$ cat src/rtl/ad_cap_pkg.sv
// rtl/ad_cap_pkg.sv - shared FSM type and sizing helpers for the ADC capture block
package ad_cap_pkg;

  typedef enum logic [1:0] {
    IDLE,
    SETUP,
    SHIFT,
    HOLD
  } cap_state_t;

  // Total sclk periods per conversion frame
  function automatic int frame_bits(input int lead, input int dw);
    return lead + dw;
  endfunction

  // Bits needed for a counter that must reach maxv
  function automatic int cnt_w(input int maxv);
    return (maxv < 2) ? 1 : $clog2(maxv + 1);
  endfunction

endpackage

$ cat src/rtl/ad_sclk_gen.sv
// rtl/ad_sclk_gen.sv - half-period timer, sclk flop and rise strobe
module ad_sclk_gen
  import ad_cap_pkg::*;
#(
  parameter int DIV = 4
) (
  input  logic mclk,
  input  logic hrst,
  input  logic run,
  input  logic toggle_en,
  output logic sclk,
  output logic tick,
  output logic rise
);

  localparam int HW = cnt_w(DIV - 1);
  localparam logic [HW-1:0] HMAX = HW'(DIV - 1);

  logic [HW-1:0] hcnt;

  // tick marks the last mclk cycle of a DIV-long phase
  assign tick = run && (hcnt == HMAX);
  assign rise = tick && toggle_en && !sclk;

  // Half-period counter runs only while a frame is active
  always_ff @(posedge mclk or posedge hrst) begin
    if (hrst) begin
      hcnt <= '0;
    end else if (!run || tick) begin
      hcnt <= '0;
    end else begin
      hcnt <= hcnt + 1'b1;
    end
  end

  // sclk idles high and toggles only at phase ends the FSM allows
  always_ff @(posedge mclk or posedge hrst) begin
    if (hrst) begin
      sclk <= 1'b1;
    end else if (!run) begin
      sclk <= 1'b1;
    end else if (tick && toggle_en) begin
      sclk <= ~sclk;
    end
  end

endmodule

$ cat src/rtl/ad_cap_mc.sv
// rtl/ad_cap_mc.sv - periodic multi-channel serial ADC capture controller
module ad_cap_mc
  import ad_cap_pkg::*;
#(
  parameter int NCH    = 2,
  parameter int DW     = 12,
  parameter int LEAD   = 4,
  parameter int DIV    = 4,
  parameter int PERIOD = 200
) (
  input  logic                mclk,
  input  logic                hrst,
  input  logic                en,
  output logic                cs_n,
  output logic                sclk,
  input  logic [NCH-1:0]      sdata,
  output logic [NCH*DW-1:0]   smp_data,
  output logic                smp_vld,
  input  logic                smp_rdy,
  output logic                ovr,
  input  logic                ovr_clr,
  output logic                busy
);

  localparam int FB = frame_bits(LEAD, DW);
  localparam int PW = cnt_w(PERIOD - 1);
  localparam int BW = cnt_w(FB);
  localparam logic [PW-1:0] PMAX = PW'(PERIOD - 1);
  localparam logic [BW-1:0] BMAX = BW'(FB);

  if (NCH < 1 || NCH > 8) begin : g_bad_nch
    $error("ad_cap_mc: NCH must be within 1..8");
  end
  if (DIV < 2) begin : g_bad_div
    $error("ad_cap_mc: DIV must be at least 2");
  end
  if (2 * DIV + 2 * DIV * FB > PERIOD) begin : g_bad_period
    $error("ad_cap_mc: PERIOD too short for one frame");
  end

  cap_state_t          state, state_nxt;
  logic [PW-1:0]       pcnt;
  logic [BW-1:0]       bcnt;
  logic                run, tick, rise, toggle_en, last_hi;
  logic                hold_entry, load;
  logic [NCH*DW-1:0]   cap_word;

  assign run        = (state != IDLE);
  assign hold_entry = (state == SHIFT) && (state_nxt == HOLD);
  assign load       = hold_entry && (!smp_vld || smp_rdy);

  ad_sclk_gen #(
    .DIV(DIV)
  ) u_sclk (
    .mclk      (mclk),
    .hrst      (hrst),
    .run       (run),
    .toggle_en (toggle_en),
    .sclk      (sclk),
    .tick      (tick),
    .rise      (rise)
  );

  // Frame-start timer; parked at zero while disabled so enable starts a frame at once
  always_ff @(posedge mclk or posedge hrst) begin
    if (hrst) begin
      pcnt <= '0;
    end else if (!en || pcnt == PMAX) begin
      pcnt <= '0;
    end else begin
      pcnt <= pcnt + 1'b1;
    end
  end

  // FSM state register
  always_ff @(posedge mclk or posedge hrst) begin
    if (hrst) begin
      state <= IDLE;
    end else begin
      state <= state_nxt;
    end
  end

  // Next state and sclk toggle permission; the final high phase must not toggle
  always_comb begin
    state_nxt = state;
    last_hi   = (state == SHIFT) && sclk && (bcnt == BMAX);
    toggle_en = (state == SETUP) || ((state == SHIFT) && !last_hi);
    case (state)
      IDLE:    if (en && pcnt == '0) state_nxt = SETUP;
      SETUP:   if (tick) state_nxt = SHIFT;
      SHIFT:   if (tick && last_hi) state_nxt = HOLD;
      HOLD:    if (tick) state_nxt = IDLE;
      default: state_nxt = IDLE;
    endcase
  end

  // Counts sclk rises within the shift phase
  always_ff @(posedge mclk or posedge hrst) begin
    if (hrst) begin
      bcnt <= '0;
    end else if (state != SHIFT) begin
      bcnt <= '0;
    end else if (rise) begin
      bcnt <= bcnt + 1'b1;
    end
  end

  // cs_n and busy come from next state so cs_n falls on the SETUP entry edge
  always_ff @(posedge mclk or posedge hrst) begin
    if (hrst) begin
      cs_n <= 1'b1;
      busy <= 1'b0;
    end else begin
      cs_n <= (state_nxt == IDLE);
      busy <= (state_nxt != IDLE);
    end
  end

  for (genvar k = 0; k < NCH; k++) begin : g_ch
    logic [DW-1:0] sr;
    // MSB-first capture on each sclk rise; lead bits fall off the top
    always_ff @(posedge mclk or posedge hrst) begin
      if (hrst) begin
        sr <= '0;
      end else if (rise) begin
        sr <= {sr[DW-2:0], sdata[k]};
      end
    end
    assign cap_word[k*DW +: DW] = sr;
  end

  // Output word handshake; a fresh sample may replace one being accepted this cycle
  always_ff @(posedge mclk or posedge hrst) begin
    if (hrst) begin
      smp_data <= '0;
      smp_vld  <= 1'b0;
    end else if (load) begin
      smp_data <= cap_word;
      smp_vld  <= 1'b1;
    end else if (smp_rdy) begin
      smp_vld  <= 1'b0;
    end
  end

  // Sticky overrun; a new overrun wins over a clear in the same cycle
  always_ff @(posedge mclk or posedge hrst) begin
    if (hrst) begin
      ovr <= 1'b0;
    end else if (hold_entry && smp_vld && !smp_rdy) begin
      ovr <= 1'b1;
    end else if (ovr_clr) begin
      ovr <= 1'b0;
    end
  end

endmodule

$ cat config.mk
export PLATFORM = sky130hd
export DESIGN_NAME = ad_cap_mc
export DESIGN_NICKNAME = d
export VERILOG_FILES = /design/src/rtl/ad_cap_pkg.sv /design/src/rtl/ad_sclk_gen.sv /design/src/rtl/ad_cap_mc.sv
export SDC_FILE = /design/constraint.sdc
export NUM_CORES = 1
export LEC_CHECK = 0
export ABC_CLOCK_PERIOD_IN_PS = 5600
export CAP_MARGIN = 20
export CORE_MARGIN = 4
export CORE_UTILIZATION = 37
export CTS_CLUSTER_DIAMETER = 150
export CTS_CLUSTER_SIZE = 10
export DETAILED_ROUTE_END_ITERATION = 10
export PLACE_DENSITY = 0.57
export SLEW_MARGIN = 20
export SYNTH_ARGS = -nofsm -noshare
export SYNTH_HDL_FRONTEND = slang
export SYNTH_SLANG_ARGS = --single-unit
$ cat constraint.sdc
create_clock -name mclk -period 5.6 [get_ports mclk]
set_clock_uncertainty 0.15 [all_clocks]
set_input_delay 0.84 -clock mclk [delete_from_list [all_inputs] [get_ports mclk]]
set_output_delay 0.84 -clock mclk [all_outputs]
set_load 0.02 [all_outputs]
==> impl_metrics.yaml <==
detailed_routing:
  drt_pass1_iterations: 4
  antenna_left: 0
  avgRoutedWirePerCell_microns: 13.8
  routed_wire_length_mm: 5.03
  drtIter0Drc: 73
  via_count: 1779
  drt-vias-per-instance: 4.87
  drc: 0
clocking:
  tritoncts: "yes"
  max-clock-path-buffers: 2
  root_buffer: "sky130_fd_sc_hd__clkbuf_8"
  numClockSinks: 70
  number_of_buffers_inserted_by_post_cts_setup_repair: 0
  cts_resized: 0
  clock_network_latency_to_the_later_pin_of_the_worst_skew_pair_ns: 0.34
  tritoncts.num_buffers: 9
  cts-htree-levels: 3
  cts.hold.buffers_added: 0
  worst_setup_hold_path_clk_slew_ns: 0.08
sta:
  layout_worst_path_cycle_share_pct: 45.4
  drv_slew: 0
  rsz_0062_raised_after_global_routing: "false"
  finalHoldViolations: 0
  finalWorstPathRequiredPeriod_ns: 2.54
  worst_slew_margin_rel_pct: 43.5
  timing.fmax_ghz: 0.393
  worstMarginPinSlew_ns: 0.847
  tns_ns: 0
  final_critical_path_setup_slack_ns: 3.06
  worst_hold_slack_ns: 0.299
  setup_viol: 0
logic_synthesis:
  yosys_warnings: 0
  yosysUniqueCellTypes: 44
  synth_area_sq_um: 3020
  ys_async_sr_fraction_pct: 100
  ys_seq_elements: 70
  synth_ff_type: "sky130_fd_sc_hd__dfrtp_1"
  syn-instance-count: 219
  seq_area_frac_synth_pct: 58.1
  syn_avg_cell_area_sq_um: 13.8
  mappedNetlistNets: 231
  synth_enable_flop_cells: 0
setup_path:
  critical_path_peak_fanout: 7
  critical-path-slowest-cell: "sky130_fd_sc_hd__clkdlybuf4s50_1"
  launching_point_of_the_worst_reg2reg_path: "u_sclk.hcnt[0]$_DFF_PP0_"
  crit_buf_inv: 1
  path_depth: 1
  critPathMaxStageDelay_ns: 0.62
  cp.required_ns: 4.61
  timing.critical_path.from_type: "flip-flop"
  crit-reg2reg-capture: "g_ch[0].sr[11]$_DFFE_PP0P_"
  endpoint_arrival_time_on_the_critical_path_ns: 1.55
  reg2reg_slack_ns: 3.37
  rr_worst_depth: 4
  critical_path.endpoint_type: "primary output"
  crit_family: "buffers and inverters"
  crit_chain: "clkdlybuf4s50_1"
  worst-setup-path-type: "flip-flop to primary output"
power:
  cellPowerDensity_nw_per_um2: 273
  report.power.total_mw: 1.00
  peakVddDrop_v: 0.000130
  p_leak_nw: 1.76
min_path:
  worst_hold_path_type: "flip-flop to flip-flop"
  hold_end: "u_sclk.hcnt[0]$_DFF_PP0_"
  timing.hold.worst.start: "u_sclk.hcnt[0]$_DFF_PP0_"
  hold_depth: 1
final_layout:
  commonest_non_fill_non_tap_cell_in_the_layout: "sky130_fd_sc_hd__dfrtp_1"
  diodes: 0
  layout.cells.most_common_list: "sky130_fd_sc_hd__dfrtp_1 (68), sky130_fd_sc_hd__clkdlybuf4s50_1 (35), sky130_fd_sc_hd__mux2_2 (27)"
  postLayoutCoreUtil_pct: 46.8
  drive_above_1_share_pct: 26.2
  fin_nets: 270
  final_cell_count_no_fill: 365
  finalInstanceArea_sq_um: 3670
  area_delta_synth_final_pct: 21.5
global_routing:
  grt_first_pass_wirelength_mm: 8.56
  grt_max_degree: 71
  gr-total-overflow: 0
  antenna_found_initial: 0
  global_route.usage.total_pct: 11.1
  grt_pass1_vias: 1777
placed_design:
  place.port_buffers: 35
  placed_area_sq_um: 3440
  finalWeightedCongestion: 0.804
  detailedPlace.worstSlack_ns: 2.77
  place.detailed.instances: 349
  post-dp-hpwl_mm: 3.31
run_status:
  status: "completed"
die:
  row_cnt: 32
  fp.coreArea_sq_um: 7850
  starting_utilization_of_the_core_area_pct: 38.5
  die-height_microns: 98.4
  ios: 36
  die_area_sq_um: 9680
  die_w_microns: 98.4
job:
  cap_violations: 0
state kept, by name, summed over array words and instances, names as in the netlist, 2 cells and up:
signal,count
state,2
g_ch.sr,24
pcnt,8
bcnt,5
u_sclk.hcnt,2
smp_data,24
per-layer routing:
metal  GRT usage, %  share of wire [%]
met5              0                  0
met3           2.50                2.8
met2           16.5                 47
met4           6.51                2.5
met1           14.9                 48
power breakdown:
part	leakage, nW	internal [mW]	total, mW	switching, mW
sequential	0.911	0.513	0.520	0.00691
clock	0.114	0.256	0.457	0.201
combinational	0.733	0.0119	0.0275	0.0155
total	1.76	0.781	1.00	0.223
layout make-up:
class / instances / area, sq um
clock buffer: 9 / 124
clock inverter: 7 / 104
fill: 738 / 4180
inverter: 14 / 52.6
multi-input combinational: 127 / 1150
sequential: 70 / 1750
tap: 102 / 128
timing repair buffer: 36 / 358
cells by family after synthesis:
group                    after synthesis  share of synthesized area (%)
adder cells (fa/ha/maj)                5                           2.07
multiplexers                          49                           20.7
AND/OR/NAND/NOR                       47                           8.94
XOR/XNOR                               5                           1.45
flip-flops                            70                           58.1
buffers and inverters                 22                           3.81
AO/OA/AOI/OAI                         21                           4.97
worst register-to-register path, cell delays in order (launching register included):
cell and delay (ns):
sky130_fd_sc_hd__dfrtp_1 0.36, sky130_fd_sc_hd__ha_1 0.37, sky130_fd_sc_hd__nor2b_1 0.48, sky130_fd_sc_hd__o21ai_4 0.34, sky130_fd_sc_hd__mux2_1 0.41
how the worst max path moves through the flow:
stage | from | slack [ns] | endpoint
2_1_floorplan | hrst | 2.85 | bcnt[0]$_DFFE_PP0P_
3_3_place_gp | smp_rdy | 2.80 | smp_data[1]$_DFFE_PP0P_
3_5_place_dp | smp_rdy | 2.77 | smp_data[21]$_DFFE_PP0P_
4_1_cts | u_sclk.sclk$_DFFE_PP1P_ | 3.03 | sclk
5_1_grt | u_sclk.sclk$_DFFE_PP1P_ | 3.01 | sclk
6_report | u_sclk.sclk$_DFFE_PP1P_ | 3.06 | sclk
cells in the mapped netlist, drive strengths merged (2+ instances only):
library cell | n | share of area, %
xor2 | 2 | 0.58
dfstp | 2 | 1.7
inv | 14 | 1.7
a31oi | 2 | 0.41
o21ai | 5 | 1.2
nand2b | 4 | 0.83
ha | 5 | 2.1
buf | 6 | 1.8
or3 | 4 | 0.83
nor2 | 9 | 1.1
nand3 | 5 | 0.83
a21oi | 4 | 0.66
nor2b | 3 | 0.62
nor3 | 2 | 0.33
nand4 | 3 | 0.62
dfrtp | 68 | 56
o221ai | 2 | 0.58
nand2 | 9 | 1.1
mux2 | 48 | 20
xnor2 | 3 | 0.87
clkbuf | 2 | 0.29
Note: power is estimated with default switching activity, not from simulation.
